[src/rtl/jpeg_bit_packer.sv]
// JPEG entropy bit packer: FIFO of (elen, edata) code words into an MSB-first
// byte stream with 0xFF->0xFF00 stuffing, 1-bit pad and EOI on flush.
// Ports: clk, rst (sync, active-high); elen/edata code word in; ready back-
// pressure to the encoders; flush end-of-scan pulse; obyte/ovalid/oready
// byte out; busy, done (EOI accepted), overflow (sticky error).
module jpeg_bit_packer #(
  parameter int FIFO_DEPTH = 16,
  parameter int SLACK      = 6
) (
  input  logic        clk,
  input  logic        rst,
  input  logic [5:0]  elen,
  input  logic [31:0] edata,
  output logic        ready,
  input  logic        flush,
  output logic [7:0]  obyte,
  output logic        ovalid,
  input  logic        oready,
  output logic        busy,
  output logic        done,
  output logic        overflow
);

  localparam int AW = $clog2(FIFO_DEPTH);
  localparam logic [AW:0] DEPTH_W = (AW+1)'(FIFO_DEPTH);
  localparam logic [AW:0] SLACK_W = (AW+1)'(SLACK);

  typedef enum logic [2:0] {RUN, STUFF, PAD, EOI1, EOI2} state_t;

  logic [5:0]    mem_len  [FIFO_DEPTH];
  logic [31:0]   mem_data [FIFO_DEPTH];
  logic [AW-1:0] wr_ptr;
  logic [AW-1:0] rd_ptr;
  logic [AW:0]   count;
  logic [AW:0]   flush_cnt;
  logic [63:0]   acc;
  logic [6:0]    fill;
  state_t        state;
  logic          stuff_eoi;
  logic          eoi_loaded;
  logic          flush_pend;

  logic          ofree;
  logic          full;
  logic          push;
  logic          bad_word;
  logic [5:0]    head_len;
  logic [31:0]   head_data;
  logic          extract;
  logic [6:0]    fill_ex;
  logic [63:0]   acc_ex;
  logic          pop_ok;
  logic          pop;
  logic [7:0]    fit_sum;
  logic [31:0]   mask;
  logic [6:0]    sh;
  logic [63:0]   word;
  logic [63:0]   acc_nx;
  logic [6:0]    fill_nx;
  logic [AW:0]   count_nx;
  logic [AW:0]   free_nx;
  logic          flush_take;
  logic          eoi_acc;
  logic          fp_nx;
  logic [7:0]    pad_byte;

  assign ofree     = !ovalid || oready;
  assign full      = (count == DEPTH_W);
  assign push      = (elen != 6'd0) && (elen <= 6'd32) && !full;
  assign bad_word  = (elen > 6'd32) || ((elen != 6'd0) && full);
  assign head_len  = mem_len[rd_ptr];
  assign head_data = mem_data[rd_ptr];

  assign extract = (state == RUN) && ofree && (fill >= 7'd8);
  assign fill_ex = extract ? fill - 7'd8 : fill;
  assign acc_ex  = extract ? {acc[55:0], 8'h00} : acc;

  // Words queued behind a flush must wait until after the EOI, so only the
  // flush_cnt words that were present at flush time may be popped.
  assign pop_ok  = (state == RUN) || ((state == STUFF) && !stuff_eoi);
  assign fit_sum = {1'b0, fill_ex} + {2'b00, head_len};
  assign pop     = (count != '0) && pop_ok &&
                   (!flush_pend || (flush_cnt != '0)) &&
                   (fit_sum <= 8'd64);

  assign mask    = (32'd1 << head_len) - 32'd1;
  assign sh      = 7'd64 - fill_ex - {1'b0, head_len};
  assign word    = {32'd0, head_data & mask} << sh;
  assign acc_nx  = pop ? (acc_ex | word) : acc_ex;
  assign fill_nx = pop ? fill_ex + {1'b0, head_len} : fill_ex;

  assign count_nx = count + (AW+1)'(push) - (AW+1)'(pop);
  assign free_nx  = DEPTH_W - count_nx;

  assign flush_take = flush && !flush_pend;
  assign eoi_acc    = (state == EOI2) && eoi_loaded && ovalid && oready;
  assign fp_nx      = eoi_acc ? 1'b0 : (flush_pend || flush);

  // Valid bits sit at the top of acc and everything below is zero.
  assign pad_byte = acc[63:56] | (8'hFF >> fill[2:0]);

  assign busy = (count != '0) || (fill != 7'd0) || flush_pend || ovalid;

  always_ff @(posedge clk) begin
    if (rst) begin
      wr_ptr     <= '0;
      rd_ptr     <= '0;
      count      <= '0;
      flush_cnt  <= '0;
      acc        <= '0;
      fill       <= '0;
      state      <= RUN;
      stuff_eoi  <= 1'b0;
      eoi_loaded <= 1'b0;
      flush_pend <= 1'b0;
      obyte      <= 8'h00;
      ovalid     <= 1'b0;
      done       <= 1'b0;
      overflow   <= 1'b0;
      ready      <= 1'b0;
    end else begin
      if (push) begin
        mem_len[wr_ptr]  <= elen;
        mem_data[wr_ptr] <= edata;
        wr_ptr           <= wr_ptr + 1'b1;
      end
      if (pop) rd_ptr <= rd_ptr + 1'b1;
      count <= count_nx;
      acc   <= acc_nx;
      fill  <= fill_nx;

      if (bad_word) overflow <= 1'b1;

      if (flush_take) flush_cnt <= count_nx;
      else if (flush_pend && pop) flush_cnt <= flush_cnt - 1'b1;

      flush_pend <= fp_nx;
      ready      <= (free_nx >= SLACK_W) && !fp_nx;
      done       <= 1'b0;

      if (ovalid && oready) ovalid <= 1'b0;

      unique case (state)
        RUN: begin
          if (extract) begin
            obyte  <= acc[63:56];
            ovalid <= 1'b1;
            if (acc[63:56] == 8'hFF) begin
              state     <= STUFF;
              stuff_eoi <= 1'b0;
            end
          end else if (flush_pend && (flush_cnt == '0) &&
                       (fill < 7'd8)) begin
            state <= (fill != 7'd0) ? PAD : EOI1;
          end
        end
        STUFF: begin
          if (ofree) begin
            obyte  <= 8'h00;
            ovalid <= 1'b1;
            state  <= stuff_eoi ? EOI1 : RUN;
          end
        end
        PAD: begin
          if (ofree) begin
            obyte  <= pad_byte;
            ovalid <= 1'b1;
            acc    <= '0;
            fill   <= '0;
            if (pad_byte == 8'hFF) begin
              state     <= STUFF;
              stuff_eoi <= 1'b1;
            end else begin
              state <= EOI1;
            end
          end
        end
        EOI1: begin
          if (ofree) begin
            obyte      <= 8'hFF;
            ovalid     <= 1'b1;
            eoi_loaded <= 1'b0;
            state      <= EOI2;
          end
        end
        EOI2: begin
          if (!eoi_loaded) begin
            if (ofree) begin
              obyte      <= 8'hD9;
              ovalid     <= 1'b1;
              eoi_loaded <= 1'b1;
            end
          end else if (eoi_acc) begin
            done       <= 1'b1;
            eoi_loaded <= 1'b0;
            state      <= RUN;
          end
        end
        default: state <= RUN;
      endcase
    end
  end

endmodule

[config.mk]
export PLATFORM = sky130hd
export DESIGN_NAME = jpeg_bit_packer
export DESIGN_NICKNAME = d
export VERILOG_FILES = /design/src/rtl/jpeg_bit_packer.sv
export SDC_FILE = /design/constraint.sdc
export NUM_CORES = 1
export LEC_CHECK = 0
export ABC_AREA = 0
export CAP_MARGIN = 0
export CORE_ASPECT_RATIO = 1.4
export CORE_MARGIN = 2
export CORE_UTILIZATION = 60
export DETAILED_ROUTE_END_ITERATION = 8
export PLACE_DENSITY = 0.77
export SKIP_LAST_GASP = 1
export SYNTH_ARGS = -nofsm -noshare
export SYNTH_HDL_FRONTEND = slang
export SYNTH_SLANG_ARGS = --single-unit
export TNS_END_PERCENT = 20
[constraint.sdc]
create_clock -name clk -period 8.65 [get_ports clk]
set_clock_uncertainty 0.2 [all_clocks]
set_input_delay 0.865 -clock clk [delete_from_list [all_inputs] [get_ports clk]]
set_output_delay 0.865 -clock clk [all_outputs]
set_load 0.01 [all_outputs]
# Yosys cells after proc, flatten, opt, wreduce, memory -nomap -nowiden
# Memory sizes are Yosys's and may differ from the RTL's. A register that Yosys moved wholly into a read port is not among the register bits.
# Cells that the tools add are included.
# totals
ff_bits	107
mem_count	2
out_inout_bits	13
in_bits	42
ramBits	608
# memory_table
memory	words	width	rd	rd_ports_with_merged_regs	write_ports	line_no	text
mem_data	16	32	1	1	1	31	logic [31:0] mem_data [FIFO_DEPTH];
mem_len	16	6	1	1	1	30	logic [5:0] mem_len [FIFO_DEPTH];
# op_classes
n_addsub	12
order_cmp	6
reduce_logical	47
bitwise	5
n_eq_ne	19
n_shift	3
muxes	53
# op_table
cell	count
64-bit 2-to-1 mux	4
64-bit OR	1
32-bit by 7-bit left shift with 64-bit output	1
8-bit 2-to-1 mux	6
8-bit case mux with 5 select lines	1
32-bit bitwise AND	1
1-bit by 6-bit left shift with 32-bit output, first input constant	1
32-bit by 1-bit subtractor with 32-bit output, second input constant	1
7-bit 2-to-1 mux	4
3-bit 2-to-1 mux	8
1-bit logical AND	18
1-bit 2-to-1 mux	18
2-bit inequality test, second input constant	9
8-bit equality test, second input constant	2
4-bit 2-to-1 mux	4
3-bit case mux with 5 select lines	1
5-bit nonzero test	3
7-bit AND reduction	2
5-bit 2-to-1 mux	2
4-bit by 1-bit adder with 4-bit output, second input constant	2
7-bit by 6-bit adder with 8-bit output	1
8-bit by 7-bit <= comparator with 1-bit output, second input constant	1
1-bit logical OR	8
8-bit OR	1
33 further kinds	45

# Depth between registers and ports, before layout
# depth
depth_word	12
depth_mapped	36

# Worst setup path before layout
# Ideal clock, no wire load.
# synth_path
path_type	flip-flop to flip-flop
start	register fill[3]
end	register ready
synth_period_minus_slack_ns	6.359
setup_time_ns	0.114
path_stages_with_launch	34
setup_slack_ns	2.291
t_required_ns	8.336
arrival_ns	6.044
cell_sequence	dfxtp_1 -> inv_1 -> ha_1 -> or3b_2 -> a31oi_1 -> nand2b_1 -> nand2b_1 -> clkbuf_1 -> clkbuf_1 -> nand2_1 -> o21ai_0 -> ha_1 -> clkbuf_1 -> a21boi_0 -> o21a_1 -> or3_1 -> a21o_1 -> nand2_1 -> clkinv_1 -> buf_1 -> ha_1 -> inv_1 -> ha_1 -> inv_1 -> fa_1 -> inv_1 -> a21oi_1 -> nor2_1 -> nor2_1 -> xnor2_1 -> nor4_1 -> o21ai_0 -> o21ai_0 -> a2111oi_0
# synth_between
elab_chain_len	10
# synth_lines
element	line_no	text
start: declaration	37	logic [6:0] fill;
start signal: assignment	130	fill <= fill_nx;
7-bit by 4-bit greater-or-equal comparator with 1-bit output	74	assign extract = (state == RUN) && ofree && (fill >= 7'd8);
1-bit logical AND	74	
7-bit 2-to-1 mux *	75	assign fill_ex = extract ? fill - 7'd8 : fill;
7-bit by 6-bit adder with 8-bit output *	81	assign fit_sum = {1'b0, fill_ex} + {2'b00, head_len};
8-bit by 7-bit <= comparator with 1-bit output *	84	(fit_sum <= 8'd64);
1-bit logical AND *	83	(!flush_pend || (flush_cnt != '0)) &&
via pop	53	logic pop;
5-bit by 1-bit subtractor with 5-bit output *	92	assign count_nx = count + (AW+1)'(push) - (AW+1)'(pop);
5-bit subtractor *	93	assign free_nx = DEPTH_W - count_nx;
5-bit by 3-bit greater-or-equal comparator with 1-bit output *	138	ready <= (free_nx >= SLACK_W) && !fp_nx;
1-bit logical AND *	138	
end signal: assignment	138	
end: declaration	14	output logic ready,
# Mark *: on every way through the listed nets, which the timed path passes. The rest lies on a longest branch.
# A chain may end at the register's enable or synchronous reset.

==> flow_summary.toml <==
[status]
run_status = "completed"

[detailed_routing]
num_vias = 20500
drt_first_pass_iters = 5
post_drt_wl_per_cell_um = 29.4
post-route-drc-count = 0
wirelength_um = 88600
drt_first_iter_violations = 1830
ant_nets = 0
detail_route.vias_per_cell = 6.81

[clock_tree]
clock-root-buffer = "sky130_fd_sc_hd__clkbuf_16"
postCtsSetupBuffers = 0
clkTransAtPathRegs_ns = 0.07
cts-hold-fix-buffers = 0
cts_num_sinks = 719
htree_levels = 3
cts_inserted_buffers = 68
post_cts_sizing = 0
cts_buffer_depth = 3
tritoncts_clock_tree = "done"
worst_skew_pair_later_pin_latency_ns = 0.62

[min_path]
holdCritStartpoint = "acc[0]"
min_path_cells = 2
hold-path-endpoint = "acc[0]"
hold_path.class = "reg -> reg"

[layout]
mostFrequentLayoutCell = "sky130_fd_sc_hd__edfxtp_1"
final_layout_size_suffix_gt1_frac = 0.172
multi_input_gate_area_um2 = 11500
layout.cells.most_common_list = "608 x sky130_fd_sc_hd__edfxtp_1, 185 x sky130_fd_sc_hd__nand2_1, 159 x sky130_fd_sc_hd__mux4_2, 156 x sky130_fd_sc_hd__nor2_1, 107 x sky130_fd_sc_hd__dfxtp_1"
flow.area_growth_from_synthesis_pct = 10.5
sequential_cell_area_um2 = 20500
layout.filler_cells = 3724
final_net_count = 2305

[floorplanning]
floorplan.core_area_um2 = 54100
initial_core_utilization = 0.605
std_cell_rows = 101
die_w_um = 201
die-height_um = 280
die_area_um2 = 56500
pin_count = 55

[yosys]
area_share_of_and_or_nand_nor_cells_after_synthesis = 0.0735
main_combinational_cell_family_by_area_after_synthesis = "multiplexers"
synth_sequential_area_ratio = 0.625
dominantRegCellSynth = "sky130_fd_sc_hd__edfxtp_1"
synth_nets = 2270
synth_top_cell_by_area = "sky130_fd_sc_hd__edfxtp_1"
synth-compound-area-share = 0.0992
synth-async-reset-ratio = 0
synth_xor_area_frac = 0.00776
count_of_flip_flops_with_a_built_in_enable_after_synthesis = 608
syn_area_um2 = 32700
synthTopCellsByArea = "sky130_fd_sc_hd__edfxtp_1 56%, sky130_fd_sc_hd__mux4_2 11%, sky130_fd_sc_hd__dfxtp_1 6.8%"
avgSynthCellArea_um2 = 14.9
yosys.cell_types.count = 106
yosys_warnings = 0
postSynthCellCount = 2195
yosys_register_bits = 719
adder_cell_share_of_the_synthesized_area = 0.0142
synth_top_cell_area_share = 0.558
muxShareOfSynthArea = 0.150

[critical_path]
cpMaxStageDelayCell = "sky130_fd_sc_hd__and4_1"
crit_path_max_fanout = 37
worstSetupEndpointType = "register"
worstSetupStartpointType = "register"
worst-setup-path-type = "reg -> reg"
worstReg2RegEnd = "ready"
r2r.worst_path.cells = 28
cp_slowest_stage_delay_ns = 0.75
worst-path-buf-inv = 7
cp_data_required_time_ns = 8.94
worst_path_most_repeated_cell = "sky130_fd_sc_hd__inv_1"
worstPathArrival_ns = 7.38
timing.critical_path.max_delay_family = "simple AND/OR/NAND/NOR gates"
timing.reg2reg.setup_slack_ns = 1.56

[timing]
timing.setup.tns_ns = 0
finalMaxSlewViolations = 0
rsz0062_at_grt = "no"
hold_violations = 0
timing.final.crit_period_ns = 7.09
worst_pin_slew_ns = 1.33
highest_attainable_clock_frequency_mhz = 141
finalCritPeriodShare = 0.820
timing.max_slew.rel_slack = 0.104
setup_viol_count_final = 0

[global_routing]
grt_util_all_layers = 0.318
antenna_found_initial = 2
grt_pass1_vias = 20500
pin_count_of_the_biggest_net_entering_global_routing = 69
grt_first_pass_wirelength_um = 132000
overflow = 0

[placement]
gp_routability_congestion = 0.994
half_perimeter_wire_length_after_placement_um = 53000
place.port_buffers = 54

[run]
timing.max_cap.violations = 0
==> sequential cells by signal (all words and copies together), names as in the netlist, 3 cells and up, named ones only <==
name       count
mem_data     512
mem_len       96
acc           64
obyte          8
fill           7
count          5
flush_cnt      5
rd_ptr         4
wr_ptr         4
state          3
==> metal layers <==
metal / routed length (µm) / part of all wire / GRT usage / vias to the layer above
li1: - / - / - / 8832
met1: 31400 / 0.35 / 0.379 / 10200
met2: 44800 / 0.51 / 0.542 / 1145
met3: 7050 / 0.080 / 0.0616 / 268
met4: 5300 / 0.060 / 0.184 / 0
met5: 0 / 0 / 0 / -
==> worst register-to-register path, delay by kind of cell (launching register included) <==
kind,cells,cell delay [ns]
mux,1,0.60
compound gates,8,1.46
buf+inv,7,0.82
fa+ha+maj,4,1.24
xor+xnor,1,0.33
simple gates,7,1.58
flops,1,0.74
==> stage by stage <==
stage,hold WS (ns),setup slack [ns],instances,util,cell area [µm²]
3_5_place_dp,0.260,1.66,2881,0.628,33900
6_report,0.271,1.56,3008,0.669,36200
5_1_grt,0.284,1.04,3006,0.669,36200
3_3_place_gp,0.255,1.75,2881,0.628,33900
4_1_cts,0.269,1.63,3005,0.669,36200
2_1_floorplan,0.237,2.29,2195,-,32700
==> cell usage after synthesis (all sizes together), types with 15 or more instances <==
cell type  count
edfxtp       608
o21ai         69
a22oi         27
a21oi        100
a211oi        18
o21a          15
and2          19
xnor2         17
inv           38
clkbuf        66
ha            30
mux2i         49
nand2        186
nand3         34
o22ai         25
dfxtp        111
mux2          22
nor3          24
mux4         181
buf           72
a31oi         40
o211ai        21
nor2         175
==> worst max path at each step <==
| stage | startpoint | endpoint | cells after the start |
|---|---|---|---|
| after floorplan | fill[3] | ready | 33 |
| after global placement | register | ready | 29 |
| after detailed placement | register | ready | 28 |
| after CTS | register | ready | 29 |
| after global routing | register | ready | 29 |
| final | register | ready | 28 |
==> final cells by class <==
| class | count | area share |
|---|---|---|
| Inverter | 42 | 0.00464 |
| Antenna cell | 3 | 0.000208 |
| Tap cell | 721 | 0.0249 |
| Sequential cell | 719 | 0.567 |
| Clock inverter | 42 | 0.0115 |
| Multi-Input combinational cell | 1296 | 0.317 |
| Timing Repair Buffer | 103 | 0.0251 |
| Clock buffer | 82 | 0.0497 |
==> kinds of logic (layout without fill, tap and decap cells) <==
| group | after synthesis | count (layout) |
|---|---|---|
| AND/OR/NAND/NOR | 517 | 517 |
| other | 0 | 3 |
| multiplexers | 252 | 252 |
| AO/OA/AOI/OAI | 462 | 462 |
| buffers and inverters | 180 | 269 |
| flip-flops | 719 | 719 |
| XOR/XNOR | 29 | 29 |
| adder cells (fa/ha/maj) | 36 | 36 |
Power is left out: the tool's default activity adds up to more than one toggle a clock period on the data nets, which glitch-free logic cannot reach.
